===== config.mk =====
export PLATFORM = sky130hd
export DESIGN_NAME = axi_lite_master
export DESIGN_NICKNAME = d
export VERILOG_FILES = /design/src/rtl/axi_lite_master.sv
export SDC_FILE = /design/constraint.sdc
export NUM_CORES = 1
export LEC_CHECK = 0
export ABC_AREA = 1
export ABC_CLOCK_PERIOD_IN_PS = 4690
export BUFFER_PORTS_ARGS = -buffer_cell sky130_fd_sc_hd__buf_2
export CORE_AREA = 5 5 118 120
export CTS_CLUSTER_DIAMETER = 150
export DETAILED_ROUTE_END_ITERATION = 10
export DIE_AREA = 0 0 123 125
export HOLD_SLACK_MARGIN = 0.08
export PLACE_DENSITY = 0.93
export SETUP_SLACK_MARGIN = 0.1
export SLEW_MARGIN = 20
export SYNTH_ARGS = -nofsm -noshare
export SYNTH_HDL_FRONTEND = slang
export SYNTH_SLANG_ARGS = --single-unit

===== constraint.sdc =====
create_clock -name clk -period 4.69 [get_ports clk]
set_input_delay 0.2345 -clock clk [delete_from_list [all_inputs] [get_ports clk]]
set_output_delay 0.2345 -clock clk [all_outputs]
set_load 0.02 [all_outputs]

===== src/rtl/axi_lite_master.sv =====
// rtl/axi_lite_master.sv - single-outstanding AXI-lite initiator with watchdog abort
module axi_lite_master #(
  parameter int TIMEOUT_CYCLES = 1024
) (
  input  logic        clk,
  input  logic        rst,
  input  logic        req_valid,
  output logic        req_ready,
  input  logic        req_wen,
  input  logic [31:0] req_addr,
  input  logic [31:0] req_wdata,
  input  logic [3:0]  req_wstrb,
  output logic        resp_valid,
  output logic [31:0] resp_rdata,
  output logic        resp_err,
  output logic [31:0] araddr,
  output logic        arvalid,
  input  logic        arready,
  input  logic [31:0] rdata,
  input  logic        rresp,
  input  logic        rvalid,
  output logic        rready,
  output logic [31:0] awaddr,
  output logic        awvalid,
  input  logic        awready,
  output logic [31:0] wdata,
  output logic [3:0]  wstrb,
  output logic        wvalid,
  input  logic        wready,
  input  logic        bresp,
  input  logic        bvalid,
  output logic        bready
);

  typedef enum logic [2:0] {IDLE, RADDR, RDATA, WREQ, WRESP} state_t;

  localparam bit          WD_EN   = (TIMEOUT_CYCLES != 0);
  localparam logic [31:0] WD_LAST = 32'(TIMEOUT_CYCLES - 1);

  state_t      state;
  logic [31:0] addr_q;
  logic [31:0] wdata_q;
  logic [3:0]  wstrb_q;
  logic        aw_done;
  logic        w_done;
  logic [31:0] wd_cnt;
  logic        timeout;
  logic        aw_done_n;
  logic        w_done_n;

  assign req_ready = (state == IDLE);
  assign rready    = (state == RDATA);
  assign bready    = (state == WRESP);
  assign araddr    = addr_q;
  assign awaddr    = addr_q;
  assign wdata     = wdata_q;
  assign wstrb     = wstrb_q;

  // wd_cnt counts completed non-IDLE cycles, so this is the TIMEOUT_CYCLES-th one
  assign timeout   = WD_EN && (state != IDLE) && (wd_cnt == WD_LAST);
  assign aw_done_n = aw_done | (awvalid & awready);
  assign w_done_n  = w_done | (wvalid & wready);

  always_ff @(posedge clk) begin
    if (rst) begin
      state      <= IDLE;
      arvalid    <= 1'b0;
      awvalid    <= 1'b0;
      wvalid     <= 1'b0;
      resp_valid <= 1'b0;
      resp_err   <= 1'b0;
      resp_rdata <= 32'd0;
      wd_cnt     <= 32'd0;
      aw_done    <= 1'b0;
      w_done     <= 1'b0;
      addr_q     <= 32'd0;
      wdata_q    <= 32'd0;
      wstrb_q    <= 4'd0;
    end else begin
      resp_valid <= 1'b0;
      wd_cnt     <= (state == IDLE) ? 32'd0 : wd_cnt + 32'd1;
      case (state)
        IDLE: begin
          if (req_valid) begin
            addr_q  <= req_addr;
            wdata_q <= req_wdata;
            wstrb_q <= req_wstrb;
            if (req_wen) begin
              state   <= WREQ;
              awvalid <= 1'b1;
              wvalid  <= 1'b1;
              aw_done <= 1'b0;
              w_done  <= 1'b0;
            end else begin
              state   <= RADDR;
              arvalid <= 1'b1;
            end
          end
        end
        RADDR, WREQ: begin
          if (timeout) begin
            state      <= IDLE;
            arvalid    <= 1'b0;
            awvalid    <= 1'b0;
            wvalid     <= 1'b0;
            resp_valid <= 1'b1;
            resp_err   <= 1'b1;
            resp_rdata <= 32'd0;
          end else if (state == RADDR) begin
            if (arready) begin
              arvalid <= 1'b0;
              state   <= RDATA;
            end
          end else begin
            aw_done <= aw_done_n;
            w_done  <= w_done_n;
            awvalid <= !aw_done_n;
            wvalid  <= !w_done_n;
            if (aw_done_n && w_done_n) state <= WRESP;
          end
        end
        RDATA, WRESP: begin
          // a completing beat beats a simultaneous watchdog expiry
          if (state == RDATA && rvalid) begin
            state      <= IDLE;
            resp_valid <= 1'b1;
            resp_rdata <= rdata;
            resp_err   <= rresp;
          end else if (state == WRESP && bvalid) begin
            state      <= IDLE;
            resp_valid <= 1'b1;
            resp_rdata <= 32'd0;
            resp_err   <= bresp;
          end else if (timeout) begin
            state      <= IDLE;
            resp_valid <= 1'b1;
            resp_err   <= 1'b1;
            resp_rdata <= 32'd0;
          end
        end
        default: state <= IDLE;
      endcase
    end
  end

endmodule


Word level (Yosys, flattened, before mapping). Cells that the tools add are included.

Flip-flop bits (word level): 142. Input bits: 111. Output and inout port bits: 140. Logic and storage cells: 96.

Add/subtract/negate cells: 1. Equality and inequality tests: 16. Muxes and demuxes: 44. Bitwise logic cells: 4. Reductions and logical operators: 18.

Operator list (number): 32-bit 2-to-1 mux (3); 32-bit case mux with 2 select lines (1); 32-bit by 1-bit adder with 32-bit output (second input constant) (1); 32-bit by 10-bit == test with 1-bit output (second input constant) (1); 3-bit 2-to-1 mux (8); 1-bit 2-to-1 mux (23); 1-bit case mux with 2 select lines (7); 4-bit inequality test (second input constant) (3); 5-bit AND reduction (2); 3-bit inequality test (second input constant) (3); 3-bit case mux with 3 select lines (1); 2-bit inequality test (second input constant) (4); 4-bit AND reduction (2); 3-bit by 2-bit == test with 1-bit output (second input constant) (2); 2-bit OR reduction (3); 1-bit logical AND (4); 2-bit nonzero test (2); 3-bit by 1-bit == test with 1-bit output (second input constant) (1); 3-bit == test (second input constant) (1); 3-bit zero test (1); 3-bit nonzero test (1); 1-bit bitwise AND (2); 1-bit zero test (2); 2-bit 2-to-1 mux (1); 3 further kinds (4).

Logic depth before layout (Yosys ltp). Gate-level depths: netlist (run 1).

Word-level depth: 7. Gate-level depth with buffers: 12. Depth with buffers taken out: 12.

Worst setup path before layout (run 1). Ideal clock, no wire load.

Path kind: flip-flop to flip-flop. Start point: register wd_cnt[0]. End point: register state[2]. Library setup time: 0.113 ns. Data arrival time: 1.484 ns. Required time: 4.577 ns. Path slack: 3.093 ns. Cell stages (with the launch flop): 13. Buffers on the path: 0. Period minus slack after synthesis: 1.597 ns. Path through: dfxtp_1 -> ha_1 -> nand2_1 -> nor2_4 -> nand2_4 -> inv_1 -> nand3_1 -> nand3_1 -> nand2_1 -> nor2_4 -> nand2_1 -> nand2_1 -> nor2_1.

Word-level cells in the longest chain between the ends: 4. Elaborated cells on any way between the ends: 8. Classes of those cells: eq/ne: 4; mux: 2; reduce/logical: 2.

RTL lines: start, declared (RTL line 46) `logic [31:0] wd_cnt;`; start signal, assigned (RTL line 81) `wd_cnt <= (state == IDLE) ? 32'd0 : wd_cnt + 32'd1;`; 32-bit by 10-bit == test with 1-bit output (*) (RTL line 60) `assign timeout = WD_EN && (state != IDLE) && (wd_cnt == WD_LAST);`; 1-bit logical AND (*) (RTL line 60); 4-bit inequality test (no source line) / 3-bit 2-to-1 mux (equally long branches); 4-bit AND reduction (no source line) / 3-bit case mux with 3 select lines (equally long branches); end signal, assigned (RTL line 66) `state <= IDLE;`; end signal, assigned (RTL line 89) `state <= WREQ;`; end signal, assigned (RTL line 95) `state <= RADDR;`; end, declared (RTL line 40) `state_t state;`.

Every way passes the cells marked *; elsewhere a longest branch is shown, timed or not. A chain may end at the register's enable or synchronous reset.

Worst setup path after layout (run 1).
Start point: register state[1]. End point: register resp_rdata[25].

Word-level cells in the longest chain between the ends: 6. Elaborated cells on any way between the ends: 15. Classes of those cells: eq/ne: 4; mux: 4; reduce/logical: 7.

RTL lines: 3-bit nonzero test (RTL line 60); 1-bit logical AND (RTL line 60); 32-bit 2-to-1 mux; 32-bit 2-to-1 mux (RTL line 129) `end else if (state == WRESP && bvalid) begin`; 32-bit 2-to-1 mux (RTL line 124) `if (state == RDATA && rvalid) begin`; 32-bit case mux with 2 select lines (RTL line 82) `case (state)`; end signal, assigned (RTL line 127) `resp_rdata <= rdata;`; end, declared (RTL line 14) `output logic [31:0] resp_rdata,`.

Several ways; a longest one is shown, not always the timed one.

==> results by group, run 1 <==
Status
  – Status: finished clean

GRT
  – Initial antenna violation count: 1
  – GRT Util Overall: 29.7%
  – Total gr overflow: 0
  – Pin count of the biggest net entering global routing: 69
  – Vias in the first global route: 7,479
  – First-pass GRT wire length: 36.7 mm

Timing
  – Final WS setup: 1.70 ns
  – # setup viols final: 0
  – Final period utilization: approximately 64%
  – Hold Fails Final Rpt: 0
  – Final-report max-slew violation count: 0
  – RSZ-0062 raised after global routing: false
  – Highest Clock Rate: 0.334 GHz
  – Rel. slew slack: 24.9%
  – Worst-margin pin slew: 1.12 ns
  – Clk_skew: 0.0124 ns
  – Fin crit period: 2.99 ns
  – Setup_tns: 0 ns

Critical path
  – Endpoint type of the worst setup path: flop
  – CP max stage cell: clkinv_1
  – Register-to-Register Setup Slack: 1.70 ns
  – Reg-to-Reg Start: state[1]$_SDFFE_PP0P_
  – Worst reg2reg path endpoint: resp_rdata[25]$_SDFFE_PP0P_
  – Startpoint Class: flop
  – Kind of critical path: reg -> reg
  – Slowest stage delay, CP: 0.93 ns
  – Crit path required time: a little under 5 ns
  – CP arrival: 3.26 ns
  – Max Fanout on Critical Path: 33
  – Reg2Reg Depth: 9
  – Worst path cell trace: nor2_2 > nand2_1 > inv_2 > nor2_1 > inv_2 > nor2_4 > clkinv_1 > nand2_1 > a21oi_1

Floorplan
  – Die X: 123 µm
  – Io pins: 251
  – Core box area: 0.0129 mm²
  – Die Ht: 125 µm
  – Row cnt: 42
  – Initial core utilization: 51.4%
  – DIE AREA: 0.0154 mm²

Synth
  – Post-synthesis simple-gate area fraction: 35.4%
  – Mapped cell area: 0.00661 mm²
  – Leading area contributor after synthesis: dfxtp_1
  – Cells taking the most area after synthesis: dfxtp_1 (43%), nand2_1 (13%), nor2_1 (11%)
  – Syn_nets: 1,075
  – Synth Area in Compound Gates: 10.9%
  – Mean Syn Cell Area: ~7 µm²
  – Yosys warns: 0
  – Unique masters post-synth: 35
  – Largest family of logic cells by synthesized area: simple AND/OR/NAND/NOR gates
  – Synth Area in Adders: 0.189%
  – Synth Area in XOR/XNOR: 0.397%
  – Register bit total from synthesis: 142
  – Mux cell area share after synthesis: 0%
  – Sequential cell area fraction in the yosys report: 43.0%
  – Yosys top cell area share: 43.0%
  – Post-Synthesis Cells: between 900 and 1,000

Placed design
  – Post-DP HPWL: 13.5 mm
  – I/O Buffers: 250
  – Routability cong.: around 0.9
  – Dpl ws: 1.80 ns

Detailed routing
  – WL final: 23.5 mm
  – Initial drt markers: 916
  – Pre-antenna DRT Iters: 8
  – Via density: 5.56
  – DRC errors left: 0
  – Post-DRT Antenna Nets: 0
  – Wire per inst: 16.6 µm
  – Via count: between 7,000 and 8,000

Worst hold path
  – Min-Delay Path Class: in -> reg
  – Worst hold path stage count: 3
  – HP Start: req_wdata[26]
  – Hold EP: wdata[26]$_SDFFE_PP0P_

Power and ir drop
  – Seq pwr share: 34.3%
  – Clock power share: 29.4%
  – Psw: 2.00 mW
  – Worst VDD drop: 0.000413 V
  – LEAKAGE: approximately 4.4 nW
  – Internal Power: roughly 2.8 mW
  – Power share of the combinational group: 36.3%
  – Sw Ratio: 41.6%
  – PwrDens: 537 mW/mm²

Clock network
  – Clk sinks: 142
  – Clock root buffer: clkbuf_16
  – Post-CTS sizing: 0
  – CTS tree: built
  – CTS H-tree lvls: 4
  – CTS Buf Count: 17
  – Clock-pin slew on the worst setup and hold paths: 0.06 ns
  – CTS max path bufs: 2
  – Clk Latency, worst-skew pair: ~0.43 ns

Layout
  – Layout cells sized above 1: between 20% and 30%
  – P&R area growth vs syn: 35.3%
  – Fin nets: 1,336

Flow run
  – Count of max-cap constraint violations: 0
[worst max-delay path by stage]
| stage | start | to | slack, ns |
|---|---|---|---|
| after floorplan | wd_cnt[0]$_SDFF_PP0_ | state[2]$_SDFFE_PP0P_ | 3.09 |
| after global placement | state[1]$_SDFFE_PP0P_ | resp_rdata[29]$_SDFFE_PP0P_ | 1.84 |
| after detailed placement | state[1]$_SDFFE_PP0P_ | resp_rdata[29]$_SDFFE_PP0P_ | 1.80 |
| after CTS | state[1]$_SDFFE_PP0P_ | resp_rdata[25]$_SDFFE_PP0P_ | 1.76 |
| after global routing | state[1]$_SDFFE_PP0P_ | resp_rdata[25]$_SDFFE_PP0P_ | 1.42 |
| final | state[1]$_SDFFE_PP0P_ | resp_rdata[25]$_SDFFE_PP0P_ | 1.70 |
[cells by family after synthesis]
logic type | Yosys count
flip-flops | 142
adder cells (fa/ha/maj) | 1
buffers and inverters | 137
XOR/XNOR | 3
AO/OA/AOI/OAI | 141
AND/OR/NAND/NOR | 539
[state kept, by name, summed over array words and instances (netlist names), 3 cells and up]
register and cells:
resp_rdata 32, state 3, wdata 32, wstrb 4
araddr 32, wd_cnt 32
[power by group through the flow]
| stage | Sequential [mW] | Combinational, mW | Clock [mW] |
|---|---|---|---|
| 2_1_floorplan | 1.89 | 0.946 | 0 |
| 3_3_place_gp | 1.62 | 1.60 | 0 |
| 3_5_place_dp | 1.62 | 1.62 | 0 |
| 4_1_cts | 1.61 | 1.67 | 1.40 |
| 5_1_grt | 1.67 | 1.88 | 1.47 |
| 6_report | 1.65 | 1.75 | 1.41 |
[metal layers]
metal | share of wire [%] | wire length, µm | track usage, % | up-vias
li1 | - | - | - | 3610
met1 | 36 | 8390 | 33.4 | 3553
met2 | 48 | 11300 | 49.3 | 564
met3 | 10 | 2370 | 7.41 | 135
met4 | 6.3 | 1470 | 19.3 | 2
met5 | 0.030 | 7 | 0 | -
[layout make-up]
type,count,area (µm²)
Fill cell,914,3930
Multi-Input combinational cell,684,3110
Sequential cell,142,2840
Timing Repair Buffer,320,1940
Clock buffer,20,447
Inverter,59,221
Tap cell,176,220
Clock inverter,12,159
Antenna cell,2,5.00
[Yosys cell counts]
master,count
a21o_1,2
a21oi_1,57
a31oi_1,2
and3_1,2
buf_2,21
buf_4,32
buf_6,1
clkbuf_1,23
clkbuf_2,1
clkinv_1,1
dfxtp_1,142
ha_1,1
inv_1,49
inv_2,9
nand2_1,223
nand2_2,4
nand2_4,2
nand3_1,24
nand4_1,42
nor2_1,199
nor2_2,5
nor2_4,6
nor2_8,1
nor3_1,18
nor3_2,2
nor3b_1,5
nor3b_2,1
nor4_2,1
o21a_1,2
o21ai_0,74
o21ai_1,4
or2_0,1
or2_2,3
xnor2_1,1
xor2_1,2
[per-stage QoR]
stage	util [%]	cell area, µm²	hold WS [ns]	std cells	power (mW)
CTS	69.4	8930	0.0940	1413	4.68
detailed placement	59.5	7660	0.444	1314	3.24
finish	69.5	8940	0.118	1415	4.80
floorplan	-	6610	0.369	963	2.84
global route	69.4	8940	0.162	1413	5.01
global placement	59.5	7660	0.433	1314	3.22
[repair_timing]
item	CTS	global route
buffers inserted	0	0
hold buffers	67	0
endpoints found under the hold margin	67	0
[cell usage in the layout, fill, tap and decap left out, types with 4 or more instances in the layout]
master,netlist,layout
a21oi_1,57,57
buf_2,21,250
clkbuf_16,0,17
dfxtp_1,142,142
dlygate4sd3_1,0,67
inv_1,49,49
inv_2,9,9
nand2_1,223,223
nand2_2,4,4
nand3_1,24,23
nand4_1,42,42
nor2_1,199,199
nor2_2,5,5
nor2_4,6,6
nor3_1,18,18
nor3b_1,5,5
o21ai_0,74,74
o21ai_1,4,4
[worst max-delay path, delay by kind of cell (launching register included)]
| kind | cells | cell delay [ns] |
|---|---|---|
| AND/OR/NAND/NOR | 5 | 1.23 |
| buffers and inverters | 3 | 1.08 |
| flip-flops | 1 | 0.43 |
| AO/OA/AOI/OAI | 1 | 0.09 |
No activity file was read; power rests on OpenSTA's default activity.
==> inputs of run 2 (changes only) <==
--- a/config.mk
+++ b/config.mk
@@ -6,14 +6,14 @@
 export NUM_CORES = 1
 export LEC_CHECK = 0
 export ABC_AREA = 1
-export ABC_CLOCK_PERIOD_IN_PS = 4690
+export ABC_CLOCK_PERIOD_IN_PS = 2750
 export BUFFER_PORTS_ARGS = -buffer_cell sky130_fd_sc_hd__buf_2
-export CORE_AREA = 5 5 118 120
+export CORE_AREA = 5 5 128 130
 export CTS_CLUSTER_DIAMETER = 150
 export DETAILED_ROUTE_END_ITERATION = 10
-export DIE_AREA = 0 0 123 125
+export DIE_AREA = 0 0 133 135
 export HOLD_SLACK_MARGIN = 0.08
-export PLACE_DENSITY = 0.93
+export PLACE_DENSITY = 0.85
 export SETUP_SLACK_MARGIN = 0.1
 export SLEW_MARGIN = 20
 export SYNTH_ARGS = -nofsm -noshare
==> constraint.sdc (replaced) <==
create_clock -name clk -period 2.75 [get_ports clk]
set_input_delay 0.1375 -clock clk [delete_from_list [all_inputs] [get_ports clk]]
set_output_delay 0.1375 -clock clk [all_outputs]
set_load 0.02 [all_outputs]
==> run 2 against run 1 <==
Global-route usage decreased by 4.9 points; via count fell by 1.6%; non-clock buffer count up 42; design area increased by 5.1%; clock power is 80% higher; fmax increased by 25%; critical path depth grew 2; largest power group unchanged; utilization down 6.9 points; register-to-register slack got worse by 1.3 ns; total power grew 74%; clock-buffer cell count fell by 3.
==> results by group, run 2 (synthesis results as in run 1) <==
Power and ir drop
  – Internal Power: 4.95 mW (was 2.81 mW)
  – Clock power share: 30.4% (was 29.4%)
  – Psw: 3.42 mW (was 2.00 mW)
  – LEAKAGE: 4.60 nW (was 4.40 nW)
  – Sw Ratio: 40.9% (was 41.6%)
  – Worst VDD drop: 0.000691 V (was 0.000413 V)
  – Power share of the combinational group: 36.4% (was 36.3%)
  – Seq pwr share: 33.2% (was 34.3%)
  – PwrDens: 890 mW/mm² (was 537 mW/mm²)

Timing
  – Fin crit period: 2.39 ns (was 2.99 ns)
  – Worst-margin pin slew: 0.601 ns (was 1.12 ns)
  – Final WS setup: 0.355 ns (was 1.70 ns)
  – Hold Fails Final Rpt: 0 (unchanged)
  – # setup viols final: 0 (unchanged)
  – Setup_tns: 0 ns (unchanged)
  – Final period utilization: 87.1% (was 63.8%)
  – Rel. slew slack: 59.9% (was 24.9%)
  – Final-report max-slew violation count: 0 (unchanged)
  – RSZ-0062 raised after global routing: false (unchanged)
  – Fin Hold WS: 0.103 ns (was 0.118 ns)
  – Highest Clock Rate: 0.418 GHz (was 0.334 GHz)
  – Clk_skew: 0.0150 ns (was 0.0124 ns)

Clock network
  – Post-CTS sizing: 0 (unchanged)
  – CTS H-tree lvls: 4 (unchanged)
  – Clock-pin slew on the worst setup and hold paths: 0.06 ns (about the same)
  – CTS tree: built (unchanged)
  – Clock root buffer: clkbuf_16 (unchanged)
  – CTS Buf Count: 17 (unchanged)
  – Clk sinks: 142 (unchanged)
  – Hold buffers post-CTS: 101 (was 67)
  – CTS max path bufs: 2 (unchanged)
  – # Post-CTS Setup Buffers: 0 (unchanged)
  – Clk Latency, worst-skew pair: 0.42 ns (was 0.43 ns)

Floorplan
  – DIE AREA: 0.0180 mm² (was 0.0154 mm²)
  – Die Ht: 135 µm (was 125 µm)
  – Io pins: 251 (unchanged)
  – Row cnt: 45 (was 42)
  – Core box area: 0.0150 mm² (was 0.0129 mm²)
  – Initial core utilization: 44.0% (was 51.4%)
  – Die X: 133 µm (was 123 µm)

GRT
  – Pin count of the biggest net entering global routing: 71 (was 69)
  – GRT Util Overall: 24.8% (was 29.7%)
  – Initial antenna violation count: 2 (was 1)
  – Total gr overflow: 0 (unchanged)
  – First-pass GRT wire length: 36.8 mm (was 36.7 mm)
  – Vias in the first global route: 7,534 (was 7,479)

Detailed routing
  – Via count: 7,739 (was 7,864)
  – Post-DRT Antenna Nets: 0 (unchanged)
  – WL final: 23.2 mm (was 23.5 mm)
  – Initial drt markers: 496 (was 916)
  – DRC errors left: 0 (unchanged)
  – Pre-antenna DRT Iters: 6 (was 8)
  – Via density: 5.27 (was 5.56)
  – Wire per inst: 15.8 µm (was 16.6 µm)

Flow run
  – Count of max-cap constraint violations: 0 (unchanged)

Critical path
  – Buf/Inv on CP: 6 (was 3)
  – Endpoint type of the worst setup path: flop (unchanged)
  – Startpoint Class: flop (unchanged)
  – CP arrival: 2.70 ns (was 3.26 ns)
  – Kind of critical path: reg -> reg (unchanged)
  – CP top delay family: buffers and inverters (was simple AND/OR/NAND/NOR gates)
  – Reg2Reg Depth: 11 (was 9)
  – Crit path depth: 11 (was 9)
  – Worst path cell trace: inv_2 > nand3_1 > inv_1 > nor2_1 > inv_2 > nor2_4 > clkinv_1 > buf_4 > nand2_1 > a21oi_1 > dlygate4sd3_1 (was nor2_2 > nand2_1 > inv_2 > nor2_1 > inv_2 > nor2_4 > clkinv_1 > nand2_1 > a21oi_1)
  – Cell mode on critical path: inv_2
  – CP max stage cell: dlygate4sd3_1 (was clkinv_1)
  – Max Fanout on Critical Path: 19 (was 33)
  – Crit path required time: 3.06 ns (was 4.96 ns)
  – Slowest stage delay, CP: 0.55 ns (was 0.93 ns)

Placed design
  – Post-DP HPWL: 13.9 mm (was 13.5 mm)
  – Dpl ws: 0.889 ns (was 1.80 ns)
  – Routability cong.: 0.900 (was 0.925)
  – I/O Buffers: 250 (unchanged)

Layout
  – # fillers: 1,143 (was 914)
  – Layout cells sized above 1: 25.6% (was 25.7%)
  – Commonest non-fill, non-tap cell in the layout: buf_2 (unchanged)
  – Fin nets: 1,378 (was 1,336)
  – P&R area growth vs syn: 42.2% (was 35.3%)
  – Commonest cells after routing, fill and taps aside: buf_2 (250), nand2_1 (223), nor2_1 (199) (unchanged)

Worst hold path
  – Worst hold path stage count: 5 (was 3)
  – Min-Delay Path Class: in -> reg (unchanged)

Status
  – Status: finished clean (unchanged)
run 2: power groups by stage:
stage / Sequential, mW / Clock, mW / Combinational (mW)
2_1_floorplan: 3.22 / 0 / 1.61
3_3_place_gp: 2.76 / 0 / 2.80
3_5_place_dp: 2.77 / 0 / 2.83
4_1_cts: 2.74 / 2.58 / 2.95
5_1_grt: 2.82 / 2.67 / 3.29
6_report: 2.77 / 2.54 / 3.05
run 2: area by class of cell:
cell class	instances	area (µm²)	area share [%]
multi-input combinational	684	3100	33.0
sequential	142	2840	30.2
timing repair buffer	362	2340	24.9
clock buffer	17	425	4.53
tap	188	235	2.50
clock inverter	15	228	2.42
inverter	59	221	2.36
antenna	1	2.50	0.0266
run 2: stage by stage:
step	cells	power, mW	cell area (µm²)	utilization, %
6_report	1468	8.36	9400	62.5
5_1_grt	1468	8.77	9400	62.5
4_1_cts	1467	8.27	9400	62.5
3_5_place_dp	1334	5.60	7730	51.4
3_3_place_gp	1334	5.56	7730	51.4
2_1_floorplan	963	4.84	6610	-
run 2: tightest hold or removal path, delay by kind of cell:
kind / cells / cell delay (ns)
and+or+nand+nor: 3 / 0.19
AOI/OAI and AO/OA: 1 / 0.06
buffers and inverters: 1 / 0.10
run 2: per-layer routing:
| metal | global-route usage (%) | share of wire [%] |
|---|---|---|
| met5 | 0 | 0.052 |
| met4 | 15.3 | 5.2 |
| met1 | 27.7 | 36 |
| met2 | 41.5 | 49 |
| met3 | 7.56 | 9.6 |
run 2: path summary, 6_finish.rpt:
kind / endpoint / slack (ns) / startpoint
worst max-delay path: resp_rdata[14]$_SDFFE_PP0P_ / 0.36 / state[2]$_SDFFE_PP0P_
worst min-delay path: resp_rdata[21]$_SDFFE_PP0P_ / 0.10 / rdata[21]
worst max register to register: resp_rdata[14]$_SDFFE_PP0P_ / 0.36 / state[2]$_SDFFE_PP0P_
worst min register to register: wd_cnt[0]$_SDFF_PP0_ / 0.46 / wd_cnt[0]$_SDFF_PP0_
